$ cat src/rtl/sext_pkg.sv
// Shared types and field widths for the LC-3 sign/zero-extension stage.
package sext_pkg;

   // Field-select codes; values 5..7 are left undefined and treated as illegal.
   typedef enum logic [2:0] {
      SEXT5  = 3'd0,
      SEXT6  = 3'd1,
      SEXT9  = 3'd2,
      SEXT11 = 3'd3,
      ZEXT8  = 3'd4
   } ext_sel_t;

   // Widths of the instruction fields each select code extracts.
   localparam int SEXT5_W  = 5;
   localparam int SEXT6_W  = 6;
   localparam int SEXT9_W  = 9;
   localparam int SEXT11_W = 11;
   localparam int ZEXT8_W  = 8;

   // Occupancy of the output/skid pair, encoded as {outValid, skidValid}.
   typedef enum logic [1:0] {
      OCC_EMPTY = 2'b00,
      OCC_ONE   = 2'b10,
      OCC_FULL  = 2'b11
   } occ_t;

endpackage

$ cat src/rtl/sext_field.sv
// Combinational extender: widens an IN_W-bit field to OUT_W bits, either
// replicating the field MSB (SIGNED=1) or filling with zeros (SIGNED=0).
module sext_field #(
   parameter int IN_W   = 5,
   parameter int OUT_W  = 16,
   parameter bit SIGNED = 1'b1
) (
   input  logic [IN_W-1:0]  field_i,
   output logic [OUT_W-1:0] ext_o
);

   localparam int FILL_W = OUT_W - IN_W;

   logic fillBit;

   assign fillBit = SIGNED ? field_i[IN_W-1] : 1'b0;
   assign ext_o   = {{FILL_W{fillBit}}, field_i};

endmodule

$ cat src/rtl/sext_pipe.sv
// Registered sign/zero-extension stage with a valid/ready handshake and a
// one-entry skid buffer, so InReady depends only on registered state.
module sext_pipe
   import sext_pkg::*;
#(
   parameter int WORD_W = 16,
   parameter int IR_W   = 16
) (
   input  logic              Clk,
   input  logic              Reset,
   input  logic [IR_W-1:0]   IR,
   input  ext_sel_t          Sel,
   input  logic              InValid,
   output logic              InReady,
   output logic [WORD_W-1:0] DataOut,
   output logic              OutValid,
   input  logic              OutReady,
   output logic              SelErr
);

   logic [WORD_W-1:0] ext5;
   logic [WORD_W-1:0] ext6;
   logic [WORD_W-1:0] ext9;
   logic [WORD_W-1:0] ext11;
   logic [WORD_W-1:0] ext8;

   logic [WORD_W-1:0] newData;
   logic              newErr;

   logic              accept;
   logic              drain;

   occ_t              state_q;
   occ_t              state_d;
   logic [WORD_W-1:0] outData_q;
   logic [WORD_W-1:0] outData_d;
   logic              outErr_q;
   logic              outErr_d;
   logic [WORD_W-1:0] skidData_q;
   logic [WORD_W-1:0] skidData_d;
   logic              skidErr_q;
   logic              skidErr_d;

   // Only the low 11 bits of IR carry fields; the rest are intentionally ignored.
   logic [IR_W-1:0]   unusedIrBits;
   assign unusedIrBits = IR;

   sext_field #(.IN_W(SEXT5_W), .OUT_W(WORD_W), .SIGNED(1'b1)) uExt5 (
      .field_i (IR[SEXT5_W-1:0]),
      .ext_o   (ext5)
   );

   sext_field #(.IN_W(SEXT6_W), .OUT_W(WORD_W), .SIGNED(1'b1)) uExt6 (
      .field_i (IR[SEXT6_W-1:0]),
      .ext_o   (ext6)
   );

   sext_field #(.IN_W(SEXT9_W), .OUT_W(WORD_W), .SIGNED(1'b1)) uExt9 (
      .field_i (IR[SEXT9_W-1:0]),
      .ext_o   (ext9)
   );

   sext_field #(.IN_W(SEXT11_W), .OUT_W(WORD_W), .SIGNED(1'b1)) uExt11 (
      .field_i (IR[SEXT11_W-1:0]),
      .ext_o   (ext11)
   );

   sext_field #(.IN_W(ZEXT8_W), .OUT_W(WORD_W), .SIGNED(1'b0)) uExt8 (
      .field_i (IR[ZEXT8_W-1:0]),
      .ext_o   (ext8)
   );

   // Handshake outputs come straight from the occupancy register.
   assign OutValid = (state_q != OCC_EMPTY);
   assign InReady  = (state_q != OCC_FULL);
   assign DataOut  = outData_q;
   assign SelErr   = outErr_q;

   assign accept = InValid && InReady;
   assign drain  = OutValid && OutReady;

   // Pick the extended field for this Sel; illegal codes yield zero with the error flag.
   always_comb begin
      newData = '0;
      newErr  = 1'b0;
      case (Sel)
         SEXT5:   newData = ext5;
         SEXT6:   newData = ext6;
         SEXT9:   newData = ext9;
         SEXT11:  newData = ext11;
         ZEXT8:   newData = ext8;
         default: begin
            newData = '0;
            newErr  = 1'b1;
         end
      endcase
   end

   // Occupancy FSM: decide where a new entry lands and when skid refills the output.
   always_comb begin
      state_d    = state_q;
      outData_d  = outData_q;
      outErr_d   = outErr_q;
      skidData_d = skidData_q;
      skidErr_d  = skidErr_q;
      case (state_q)
         OCC_EMPTY: begin
            if (accept) begin
               outData_d = newData;
               outErr_d  = newErr;
               state_d   = OCC_ONE;
            end
         end
         OCC_ONE: begin
            if (accept && drain) begin
               outData_d = newData;
               outErr_d  = newErr;
            end else if (accept) begin
               skidData_d = newData;
               skidErr_d  = newErr;
               state_d    = OCC_FULL;
            end else if (drain) begin
               state_d = OCC_EMPTY;
            end
         end
         OCC_FULL: begin
            if (drain) begin
               outData_d = skidData_q;
               outErr_d  = skidErr_q;
               state_d   = OCC_ONE;
            end
         end
         default: begin
            state_d = OCC_EMPTY;
         end
      endcase
   end

   // State and data registers; reset discards both entries immediately.
   always_ff @(posedge Clk or posedge Reset) begin
      if (Reset) begin
         state_q    <= OCC_EMPTY;
         outData_q  <= '0;
         outErr_q   <= 1'b0;
         skidData_q <= '0;
         skidErr_q  <= 1'b0;
      end else begin
         state_q    <= state_d;
         outData_q  <= outData_d;
         outErr_q   <= outErr_d;
         skidData_q <= skidData_d;
         skidErr_q  <= skidErr_d;
      end
   end

endmodule

$ cat config.mk
export PLATFORM = sky130hd
export DESIGN_NAME = sext_pipe
export DESIGN_NICKNAME = d
export VERILOG_FILES = /design/src/rtl/sext_pkg.sv /design/src/rtl/sext_field.sv /design/src/rtl/sext_pipe.sv
export SDC_FILE = /design/constraint.sdc
export NUM_CORES = 1
export LEC_CHECK = 0
export CAP_MARGIN = 25
export CORE_UTILIZATION = 48
export DETAILED_ROUTE_END_ITERATION = 8
export GPL_TIMING_DRIVEN = 0
export PLACE_DENSITY = 0.78
export SLEW_MARGIN = 30
export SYNTH_ARGS = -nofsm -noshare
export SYNTH_HDL_FRONTEND = slang
export SYNTH_SLANG_ARGS = --single-unit
export TNS_END_PERCENT = 50
$ cat constraint.sdc
create_clock -name Clk -period 2.45 [get_ports Clk]
set_input_delay 0.3675 -clock Clk [delete_from_list [all_inputs] [get_ports Clk]]
set_output_delay 0.3675 -clock Clk [all_outputs]
set_load 0.01 [all_outputs]
# == Word-level counts from Yosys, hierarchy flattened ==
# Index checks and enable logic that the tools add are counted.
# classes
n_eq_ne,12
n_bitwise,1
n_reduce_logical,11
mux,16
# ops
operator,n
16-bit case mux with 5 select lines,1
16-bit 2-to-1 mux,3
16-bit case mux with 3 select lines,1
2-bit 2-to-1 mux,5
2-bit inequality test (second input constant),5
4-bit AND reduction,2
3-bit by 2-bit == test with 1-bit output (second input constant),2
2-bit case mux with 3 select lines,1
5-bit OR reduction,1
2-bit == test (second input constant),2
1-bit 2-to-1 mux,4
3-bit by 1-bit == test with 1-bit output (second input constant),1
3-bit == test (second input constant),1
1-bit logical AND,3
3-bit logical NOT,1
3-bit inequality test (second input constant),1
1-bit case mux with 3 select lines,1
3-bit AND reduction,1
3-bit nonzero test,1
2-bit logical NOT,1
2-bit nonzero test,1
1-bit inverter,1
# word_totals
word_cells,45
register_bits,36

# == Logic depth before layout (Yosys ltp) ==
# Gate-level depths: netlist of the first run.
# logic_depth
word_depth,6
depth_mapped,7
mapped_depth_nobuf,6

# == Modules after synthesis ==
# Synthesis of the first run repeated with hierarchy kept, for this count alone.
# unflattened
cells_unflattened,344
area_unflattened_um2,3025.4
# by_module_without_submodules
module,instances,area_per_inst_um2,cells_each
sext_pipe,1,2421.1,263
sext_field at uExt11 ...,4,120.1,16
sext_field at uExt8,1,123.9,17

# == Least setup slack after synthesis of the first run ==
# No wires, ideal clock.
# synth_timing
path_kind,register to register
startpoint,register state_q[0]
endpoint,"register outData_q[0], in the netlist DataOut[0]"
setup_time_ns,0.125
required_time_ns,2.325
path_buffers,2
t_arrival_ns,1.586
path_slack_ns,0.739
stages_incl_launch_ff,7
period_less_slack_ns,1.711
cell_sequence,dfrtp_1 ha_1 buf_6 a2111oi_4 a31oi_2 buf_6 mux2_4
# synth_via
elab_chain_len,5
word_cells_on_any_way,14
cone_classes,eq/ne (6); mux (1); reduce/logical (7)
# synth_rtl
item,line,rtl
"start, declared",sext_pipe.sv:33,occ_t state_q;
"start signal, assigned",sext_pipe.sv:148,state_q <= state_d;
2-bit inequality test / 2-bit nonzero test (equally long branches),"sext_pipe.sv:75, sext_pipe.sv:74",
1-bit logical AND (on tied branches),"sext_pipe.sv:79, sext_pipe.sv:80",
1-bit logical AND,sext_pipe.sv:115,if (accept && drain) begin
2-bit inequality test (no line),-,
4-bit AND reduction (no line),-,
"end signal, assigned",sext_pipe.sv:149,outData_q <= outData_d;
"end, declared",sext_pipe.sv:35,logic [WORD_W-1:0] outData_q;
# Several ways; a longest one is shown, not always the timed one.
# A chain may end at the register's enable or synchronous reset.

# == Worst setup path after layout of the first run ==
# layout_timing
startpoint,register state_q[0]
endpoint,output InReady
# layout_via
elab_chain_len,1
# layout_rtl
item,line,rtl
2-bit inequality test,sext_pipe.sv:75,assign InReady = (state_q != OCC_FULL);
"end, declared",sext_pipe.sv:14,"output logic InReady,"
# Every way passes these cells.

==> flow_summary.json, run 1 <==
{
  "die_area_um2": 3440,
  "htree_levels": 1,
  "drv_slew": 0,
  "vias": 1137,
  "finalSetupTns_ns": 0,
  "post_drt_via_cell_ratio": 5.12,
  "path_class": "flop to output pin",
  "status": "finished, final reports clean",
  "crit_chain": "ha_1, buf_6, inv_1, clkdlybuf4s50_1",
  "power_density_nw_per_um2": 1130,
  "path_buf_inv": 3,
  "portBuffers": 35,
  "cts_resized": 0,
  "num_rows": 20,
  "r2r_cells": 6,
  "ctsHoldBuffers": 0,
  "grt_pass1_vias": 1120,
  "drive_gt1_frac": 0.202,
  "cts_num_sinks": 26,
  "die_w_um": 58.6,
  "hold_viol": 0,
  "cts.clk_slew.worst_paths_ns": 0.14,
  "routed_wl_um": 2920,
  "critPathCaptureType": "output pin",
  "insertion_delay_ns": 0.32,
  "cp.depth": 4,
  "setup_viol": 0,
  "crit_arrival_ns": 1.91,
  "grt_max_degree": 27,
  "worstPathRequired_ns": 2.08,
  "cts_tree": "yes",
  "drt_iter0_markers": 12,
  "drc_errors": 0,
  "post-route-period-util": 0.930,
  "finalNonFillerCells": 222,
  "regToRegSetupSlack_ns": 0.58,
  "leakagePower_nw": 0.896,
  "cap_violations": 0,
  "hold_class": "primary input to async pin",
  "synthDistinctLibCells": 30,
  "yosysSeqAreaShare": 0.423,
  "avgSynthCellArea_um2": 11.1,
  "dp_hpwl_um": 2290,
  "fmax_mhz": 439,
  "path_max_fanout": 10,
  "cts_buffer_depth": 2,
  "finClkSkew_ns": 0.0112,
  "numCtsBuffers": 3,
  "placed_cells": 218,
  "grt_pass1_wl_um": 4920,
  "critPathMaxStageDelay_ns": 0.59,
  "irDropWorstVdd_mv": 0.668,
  "cp_slowest_cell": "clkdlybuf4s50_1",
  "globalplace.congestion": 0.734,
  "maxSlewHeadroom": 0.643,
  "rsz0062_at_grt": "false",
  "detail-route-antenna-nets": 0,
  "netlist_instances": 139,
  "dr.pass1.iters": 3,
  "layout.nets": 206,
  "critical_path.top_delay_family": "buffers and inverters",
  "wl_per_cell_um": 13.2,
  "area_delta_synth_final_pct": 28.7,
  "cts_setup_buffers": 0,
  "antenna_found_initial": 0,
  "r2r-end": "DataOut[6]",
  "initial_core_util": 0.504,
  "regToRegStartpoint": "state_q[0]",
  "syn-num-nets": 166,
  "ys_ff_latch": 26,
  "grt_usage": 0.186,
  "io_pins": 42,
  "clock-root-buffer": "clkbuf_4",
  "tightestPinTransition_ns": 0.535,
  "synth_warnings": 0,
  "grt-ovfl-total": 0,
  "num_antenna_cells": 0,
  "crit_path_start_kind": "flop",
  "fp.dieH_um": 58.6,
  "period_needed_ns": 2.28,
  "netlist_area_um2": 1540,
  "core-area_um2": 3050
}
cell usage after synthesis:
master / n / area (um^2)
mux2i_1: 7 / 70.1
mux2_2: 6 / 67.6
o211ai_1: 2 / 15.0
o221ai_1: 1 / 8.76
ha_1: 4 / 50.1
buf_2: 2 / 10.0
o41ai_1: 1 / 8.76
clkbuf_1: 2 / 7.51
o21ai_0: 12 / 60.1
o2bb2ai_1: 1 / 8.76
mux2_4: 10 / 150
buf_4: 6 / 45.0
or2_2: 2 / 12.5
nor2_1: 1 / 3.75
nand2b_1: 4 / 25.0
nor2b_1: 2 / 12.5
a31oi_2: 1 / 12.5
dfrtp_1: 26 / 651
nand2_1: 20 / 75.1
buf_6: 2 / 22.5
o22ai_1: 2 / 12.5
a2111oi_4: 1 / 27.5
nand3b_1: 3 / 22.5
a211oi_1: 1 / 7.51
o41ai_2: 1 / 16.3
inv_1: 7 / 26.3
o21ai_1: 2 / 10.0
mux2_1: 7 / 78.8
nand4bb_1: 1 / 11.3
a21oi_1: 2 / 10.0
power by group:
group | switching, W | internal (W)
Combinational | 0.000537 | 0.000760
Clock | 0.000122 | 0.0000908
Sequential | 0.000111 | 0.000623
Total | 0.000770 | 0.00147
per-layer routing:
layer  part of all wire  GRT usage
met1               0.43      0.215
met2               0.53      0.351
met3              0.035     0.0374
met4             0.0092     0.0442
met5                  0          0
cell type report:
type                    count  area [um^2]
well taps                  44         55.1
clock buffers               4         36.3
multi-input cells          94          777
fillers                   261         1070
plain buffers              12         85.1
flip-flops and latches     26          651
inverters                   7         26.3
repair buffers             35          350
stage by stage:
step	hold slack, ns	instance area, um^2	setup slack, ns	total power [W]	utilization
6_report	0.390	1980	0.172	0.00224	0.649
2_1_floorplan	0.408	1540	0.739	0.00162	-
4_1_cts	0.503	1980	0.166	0.00227	0.649
5_1_grt	0.434	1980	0.0675	0.00240	0.649
3_5_place_dp	0.473	1940	0.358	0.00206	0.637
3_3_place_gp	0.462	1940	0.383	0.00200	0.637
how the worst max path moves through the flow:
stage,from,end,slack (ns)
6_report,state_q[0],InReady,0.17
5_1_grt,state_q[0],InReady,0.07
4_1_cts,state_q[0],InReady,0.17
3_5_place_dp,Sel[2],DataOut[6],0.36
3_3_place_gp,Sel[0],DataOut[5],0.38
2_1_floorplan,state_q[0],DataOut[0],0.74
worst register-to-register path, cell delays in order (launching register included):
cell and delay (ns):
dfrtp_1 0.42, inv_1 0.09, ha_1 0.28, a2111oi_4 0.38, a31oi_2 0.10, buf_6 0.19, mux2_4 0.30
cells in the final DEF (no fill, tap or decap), types with 3 or more instances in the layout:
master	Yosys	routed
clkdlybuf4s50_1	0	35
dfrtp_1	26	26
nand2_1	20	20
o21ai_0	12	12
mux2_4	10	10
mux2_1	7	7
mux2i_1	7	7
buf_4	6	6
inv_1	7	6
mux2_2	6	6
nand2b_1	4	4
ha_1	4	4
nand3b_1	3	3
clkbuf_4	0	3
state kept, by name, indices dropped and copies added (netlist names):
signal / cells
skidData_q: 11
DataOut: 11
skidErr_q: 1
state_q: 2
SelErr: 1
kinds of logic after synthesis:
family                     Yosys count  share of synthesized area
DFF                                 26                      0.423
adders and majority gates            4                     0.0325
and+or+nand+nor                     33                      0.106
buffers and inverters               19                     0.0724
muxes                               30                      0.238
AOI/OAI and AO/OA                   27                      0.128
Note: power is estimated with default switching activity, not from simulation.
==> inputs of run 2 (changes only) <==
--- a/config.mk
+++ b/config.mk
@@ -8,7 +8,7 @@
 export CAP_MARGIN = 25
 export CORE_UTILIZATION = 48
 export DETAILED_ROUTE_END_ITERATION = 8
-export GPL_TIMING_DRIVEN = 0
+export GPL_TIMING_DRIVEN = 1
 export PLACE_DENSITY = 0.78
 export SLEW_MARGIN = 30
 export SYNTH_ARGS = -nofsm -noshare
==> flow_summary.json, run 2 (synthesis gave the netlist of run 1 again) <==
{
  "status": "finished, final reports clean",
  "core-area_um2": 3050,
  "crit_chain": "ha_1, inv_1, clkdlybuf4s50_1",
  "cts.clk_slew.worst_paths_ns": 0.15,
  "cts_setup_buffers": 0,
  "portBuffers": 36,
  "hold_class": "primary input to async pin",
  "power_w": 0.00230,
  "fp.dieH_um": 58.6,
  "cp.depth": 3,
  "clock-root-buffer": "clkbuf_4",
  "insertion_delay_ns": 0.32,
  "power_density_nw_per_um2": 1180,
  "cts_num_sinks": 26,
  "multiInputGateArea_um2": 786,
  "final_common_cell": "clkdlybuf4s50_1",
  "critical_path.top_delay_family": "buffers and inverters",
  "p_clk_frac": 0.130,
  "hold_viol": 0,
  "finClkSkew_ns": 0.00251,
  "p_sw_frac": 0.349,
  "tightestPinTransition_ns": 0.602,
  "regArea_um2": 651,
  "critPathMaxStageDelay_ns": 0.58,
  "cp_slowest_cell": "clkdlybuf4s50_1",
  "seqPwrFrac": 0.320,
  "maxSlewHeadroom": 0.599,
  "drt_iter0_markers": 29,
  "period_needed_ns": 2.31,
  "crit_path_start_kind": "flop",
  "finalNonFillerCells": 214,
  "num_antenna_cells": 0,
  "mostFrequentLayoutCells": "clkdlybuf4s50_1 (36), dfrtp_1 (26), nand2_1 (20), o21ai_0 (12), mux2_4 (10)",
  "cts_buffer_depth": 2,
  "die_w_um": 58.6,
  "grt_usage": 0.202,
  "path_buf_inv": 2,
  "grt-ovfl-total": 0,
  "htree_levels": 1,
  "grt_pass1_wl_um": 5200,
  "cts_resized": 0,
  "cts_tree": "yes",
  "antenna_found_initial": 0,
  "dr.pass1.iters": 4,
  "num_rows": 20,
  "area_delta_synth_final_pct": 26.9,
  "drive_gt1_frac": 0.165,
  "crit_arrival_ns": 1.94,
  "layout.nets": 198,
  "p_comb_frac": 0.550,
  "leakagePower_nw": 0.872,
  "p_int_w": 0.00150,
  "die_area_um2": 3440,
  "grt_pass1_vias": 1162,
  "critPathCaptureType": "output pin",
  "io_pins": 42,
  "vias": 1100,
  "post_drt_via_cell_ratio": 5.14,
  "path_max_fanout": 8,
  "detail-route-antenna-nets": 0,
  "placed_cells": 210,
  "irDropWorstVdd_mv": 0.672,
  "fmax_mhz": 433,
  "switchingPower_w": 0.000804,
  "r2r_cells": 4,
  "fillers": 257,
  "initial_core_util": 0.504,
  "path_class": "flop to output pin",
  "wl_per_cell_um": 14.7,
  "drc_errors": 0,
  "ctsHoldBuffers": 0,
  "setup_viol": 0,
  "globalplace.congestion": 0.687,
  "post-route-period-util": 0.942,
  "grt_max_degree": 27,
  "dp_hpwl_um": 2210,
  "rsz0062_at_grt": "false",
  "cap_violations": 0,
  "routed_wl_um": 3150,
  "drv_slew": 0,
  "worstPathRequired_ns": 2.08,
  "numCtsBuffers": 3
}
run 2: changes by cell type in the layout (fill, tap and decap cells not counted), moves of 2 or more:
cell,delta
buf_4,-3
buf_2,-2
clkbuf_1,-2
buf_6,-2
run 2: per-layer routing:
metal | vias up | part of all wire | track usage
met5 | - | 0 | 0
met1 | 529 | 0.44 | 0.226
met3 | 4 | 0.027 | 0.0308
li1 | 543 | - | -
met2 | 24 | 0.53 | 0.388
met4 | 0 | 0.0067 | 0.0680
run 2: worst paths after layout:
kind                       slack (ns)       start       endpoint
max                              0.14  state_q[0]        InReady
min                              0.36       Reset     DataOut[9]
max reg2reg                      0.42  state_q[0]    DataOut[14]
min reg2reg                      0.50   skidErr_q      skidErr_q
max in group asynchronous        1.84       Reset  skidData_q[6]
min in group Clk                 0.50   skidErr_q      skidErr_q
run 2: per-stage QoR:
| stage | hold WS [ns] | utilization | cell area, um^2 | setup WS [ns] | TNS [ns] |
|---|---|---|---|---|---|
| after floorplan | 0.408 | - | 1540 | 0.739 | 0 |
| after global placement | 0.459 | 0.620 | 1890 | 0.0628 | 0 |
| after detailed placement | 0.471 | 0.620 | 1890 | -0.00918 | -0.00918 |
| after CTS | 0.378 | 0.637 | 1940 | 0.131 | 0 |
| after global routing | 0.392 | 0.640 | 1950 | 0.0274 | 0 |
| final | 0.365 | 0.640 | 1950 | 0.143 | 0 |
run 2: power groups by stage:
stage	Clock [W]	Sequential (W)	Combinational (W)
6_report	0.000299	0.000737	0.00127
4_1_cts	0.000303	0.000741	0.00126
3_5_place_dp	0	0.000748	0.00124
5_1_grt	0.000319	0.000762	0.00137
3_3_place_gp	0	0.000733	0.00120
2_1_floorplan	0	0.000762	0.000857
run 2: worst min-delay path, cell delays in order:
cell and delay [ns]:
clkdlybuf4s50_1 0.39, inv_1 0.05, buf_4 0.31
run 2: layout make-up:
type | instances | area share
Inverter | 7 | 0.0135
Tap cell | 44 | 0.0282
Multi-Input combinational cell | 94 | 0.402
Sequential cell | 26 | 0.333
Clock inverter | 1 | 0.0154
Clock buffer | 3 | 0.0115
Timing Repair Buffer | 39 | 0.196
==> inputs of run 3 (changes only) <==
--- a/config.mk
+++ b/config.mk
@@ -6,12 +6,11 @@
 export NUM_CORES = 1
 export LEC_CHECK = 0
 export CAP_MARGIN = 25
-export CORE_UTILIZATION = 48
+export CORE_UTILIZATION = 43
 export DETAILED_ROUTE_END_ITERATION = 8
 export GPL_TIMING_DRIVEN = 1
-export PLACE_DENSITY = 0.78
+export PLACE_DENSITY = 0.73
 export SLEW_MARGIN = 30
 export SYNTH_ARGS = -nofsm -noshare
 export SYNTH_HDL_FRONTEND = slang
 export SYNTH_SLANG_ARGS = --single-unit
-export TNS_END_PERCENT = 50
==> constraint.sdc (replaced) <==
create_clock -name Clk -period 2.1 [get_ports Clk]
set_input_delay 0.315 -clock Clk [delete_from_list [all_inputs] [get_ports Clk]]
set_output_delay 0.315 -clock Clk [all_outputs]
set_load 0.01 [all_outputs]
==> flow_summary.json, run 3 (synthesis gave the netlist of run 1 again) <==
{
  "path_buf_inv": 3,
  "die_w_um": 61.8,
  "grt_pass1_wl_um": 4910,
  "path_class": "flop to flop",
  "final_util": 0.602,
  "crit_arrival_ns": 2.21,
  "power_density_nw_per_um2": 1310,
  "post_drt_via_cell_ratio": 5.13,
  "mostFrequentLayoutCells": "clkdlybuf4s50_1 (34), dfrtp_1 (25), nand2_1 (20), o21ai_0 (12), buf_4 (12)",
  "cts_buffer_depth": 2,
  "crit_path_start_kind": "flop",
  "worstPathRequired_ns": 2.34,
  "vias": 1160,
  "routed_wl_um": 2990,
  "critPathCaptureType": "flop",
  "num_antenna_cells": 0,
  "status": "finished, final reports clean",
  "area_delta_synth_final_pct": 32.6,
  "grt-ovfl-total": 0,
  "critical_path.top_delay_family": "simple AND/OR/NAND/NOR gates",
  "fmax_mhz": 508,
  "detail-route-antenna-nets": 0,
  "maxSlewHeadroom": 0.593,
  "regToRegStartpoint": "state_q[1]",
  "numCtsBuffers": 3,
  "tightestPinTransition_ns": 0.610,
  "finClkSkew_ns": 0.00196,
  "setup.worst_path.start": "state_q[1]",
  "cts.clk_slew.worst_paths_ns": 0.13,
  "die_area_um2": 3820,
  "irDropWorstVdd_mv": 1.24,
  "core-area_um2": 3390,
  "antenna_found_initial": 0,
  "final_common_cell": "clkdlybuf4s50_1",
  "grt_pass1_vias": 1177,
  "period_needed_ns": 1.97,
  "finalSetupTns_ns": 0,
  "dr.pass1.iters": 4,
  "grt_max_degree": 27,
  "fp.dieH_um": 61.8,
  "hold_class": "primary input to async pin",
  "num_rows": 21,
  "insertion_delay_ns": 0.31,
  "hold_viol": 0,
  "cap_violations": 0,
  "holdWs_ns": 0.326,
  "drive_gt1_frac": 0.233,
  "cp_slowest_cell": "dfrtp_2",
  "critPathMaxStageDelay_ns": 0.46,
  "path_max_fanout": 13,
  "grt_usage": 0.174,
  "layout.nets": 208,
  "cts_tree": "yes",
  "cp_common_cell": "buf_4",
  "setup_viol": 0,
  "cts_num_sinks": 26,
  "wl_per_cell_um": 13.2,
  "initial_core_util": 0.454,
  "drv_slew": 0,
  "globalplace.congestion": 0.706,
  "finalWorstSetupSlack_ns": 0.130,
  "rsz0062_at_grt": "false",
  "htree_levels": 1,
  "portBuffers": 36,
  "cp.depth": 8,
  "drc_errors": 0,
  "io_pins": 42,
  "r2r_cells": 8,
  "clock-root-buffer": "clkbuf_4",
  "leakagePower_nw": 0.918,
  "crit_chain": "buf_4, ha_1, buf_4, nand3b_1, nand2b_1, buf_4, nand2_1, o21ai_0",
  "dp_hpwl_um": 2190,
  "drt_iter0_markers": 16,
  "post-route-period-util": 0.938,
  "pre_cts_ws_ns": -0.300
}
-- run 3: changes by cell type in the layout (fill, tap and decap cells not counted) --
cell / change
dfrtp_1: -1
ha_2: +1
dlymetal6s2s_1: +1
clkbuf_8: +1
clkdlybuf4s50_1: -2
inv_1: -1
dfrtp_2: +1
clkinvlp_4: +1
clkdlybuf4s15_1: +1
buf_4: +9
bufinv_16: -1
ha_1: -2
ha_4: +1
buf_6: +1
-- run 3: what timing repair did --
action                     CTS  global route
buffers inserted             2             1
setup endpoints to repair   14             1
gates resized for setup      7             3
hold buffers                 0             0
-- run 3: final timing paths --
kind	to	slack [ns]
max	skidData_q[3]	0.13
min	DataOut[2]	0.33
max reg2reg	skidData_q[3]	0.13
min reg2reg	skidData_q[2]	0.50
max in group asynchronous	state_q[1]	1.52
min in group Clk	skidData_q[2]	0.50
-- run 3: stage by stage --
stage,area (um^2),power [W],std cells
after floorplan,1540,0.00189,139
final,2040,0.00268,226
after CTS,2030,0.00268,225
after global routing,2040,0.00288,226
after detailed placement,1950,0.00236,219
after global placement,1950,0.00230,219
-- run 3: layer usage --
layer / up-vias / share of wire / global-route usage
li1: 562 / - / -
met1: 568 / 0.44 / 0.211
met2: 26 / 0.52 / 0.304
met3: 4 / 0.027 / 0.0311
met4: 0 / 0.012 / 0.0730
met5: - / 0 / 0
-- run 3: final cells by class --
type | instances | area (um^2)
tap | 46 | 57.6
inverter | 7 | 30.0
fill | 288 | 1350
clock buffer | 4 | 36.3
timing repair buffer | 49 | 464
multi-input combinational | 94 | 801
sequential | 26 | 652
-- run 3: worst min-delay path: stages --
cell and delay [ns]:
clkdlybuf4s50_1 0.40, inv_1 0.05, buf_4 0.30
-- run 3: where the power goes --
group	internal [W]	leakage, nW	total (W)	switching, W
Clock	0.000106	0.0210	0.000248	0.000142
Combinational	0.000911	0.566	0.00157	0.000656
Sequential	0.000728	0.331	0.000861	0.000133
Total	0.00175	0.918	0.00268	0.000931
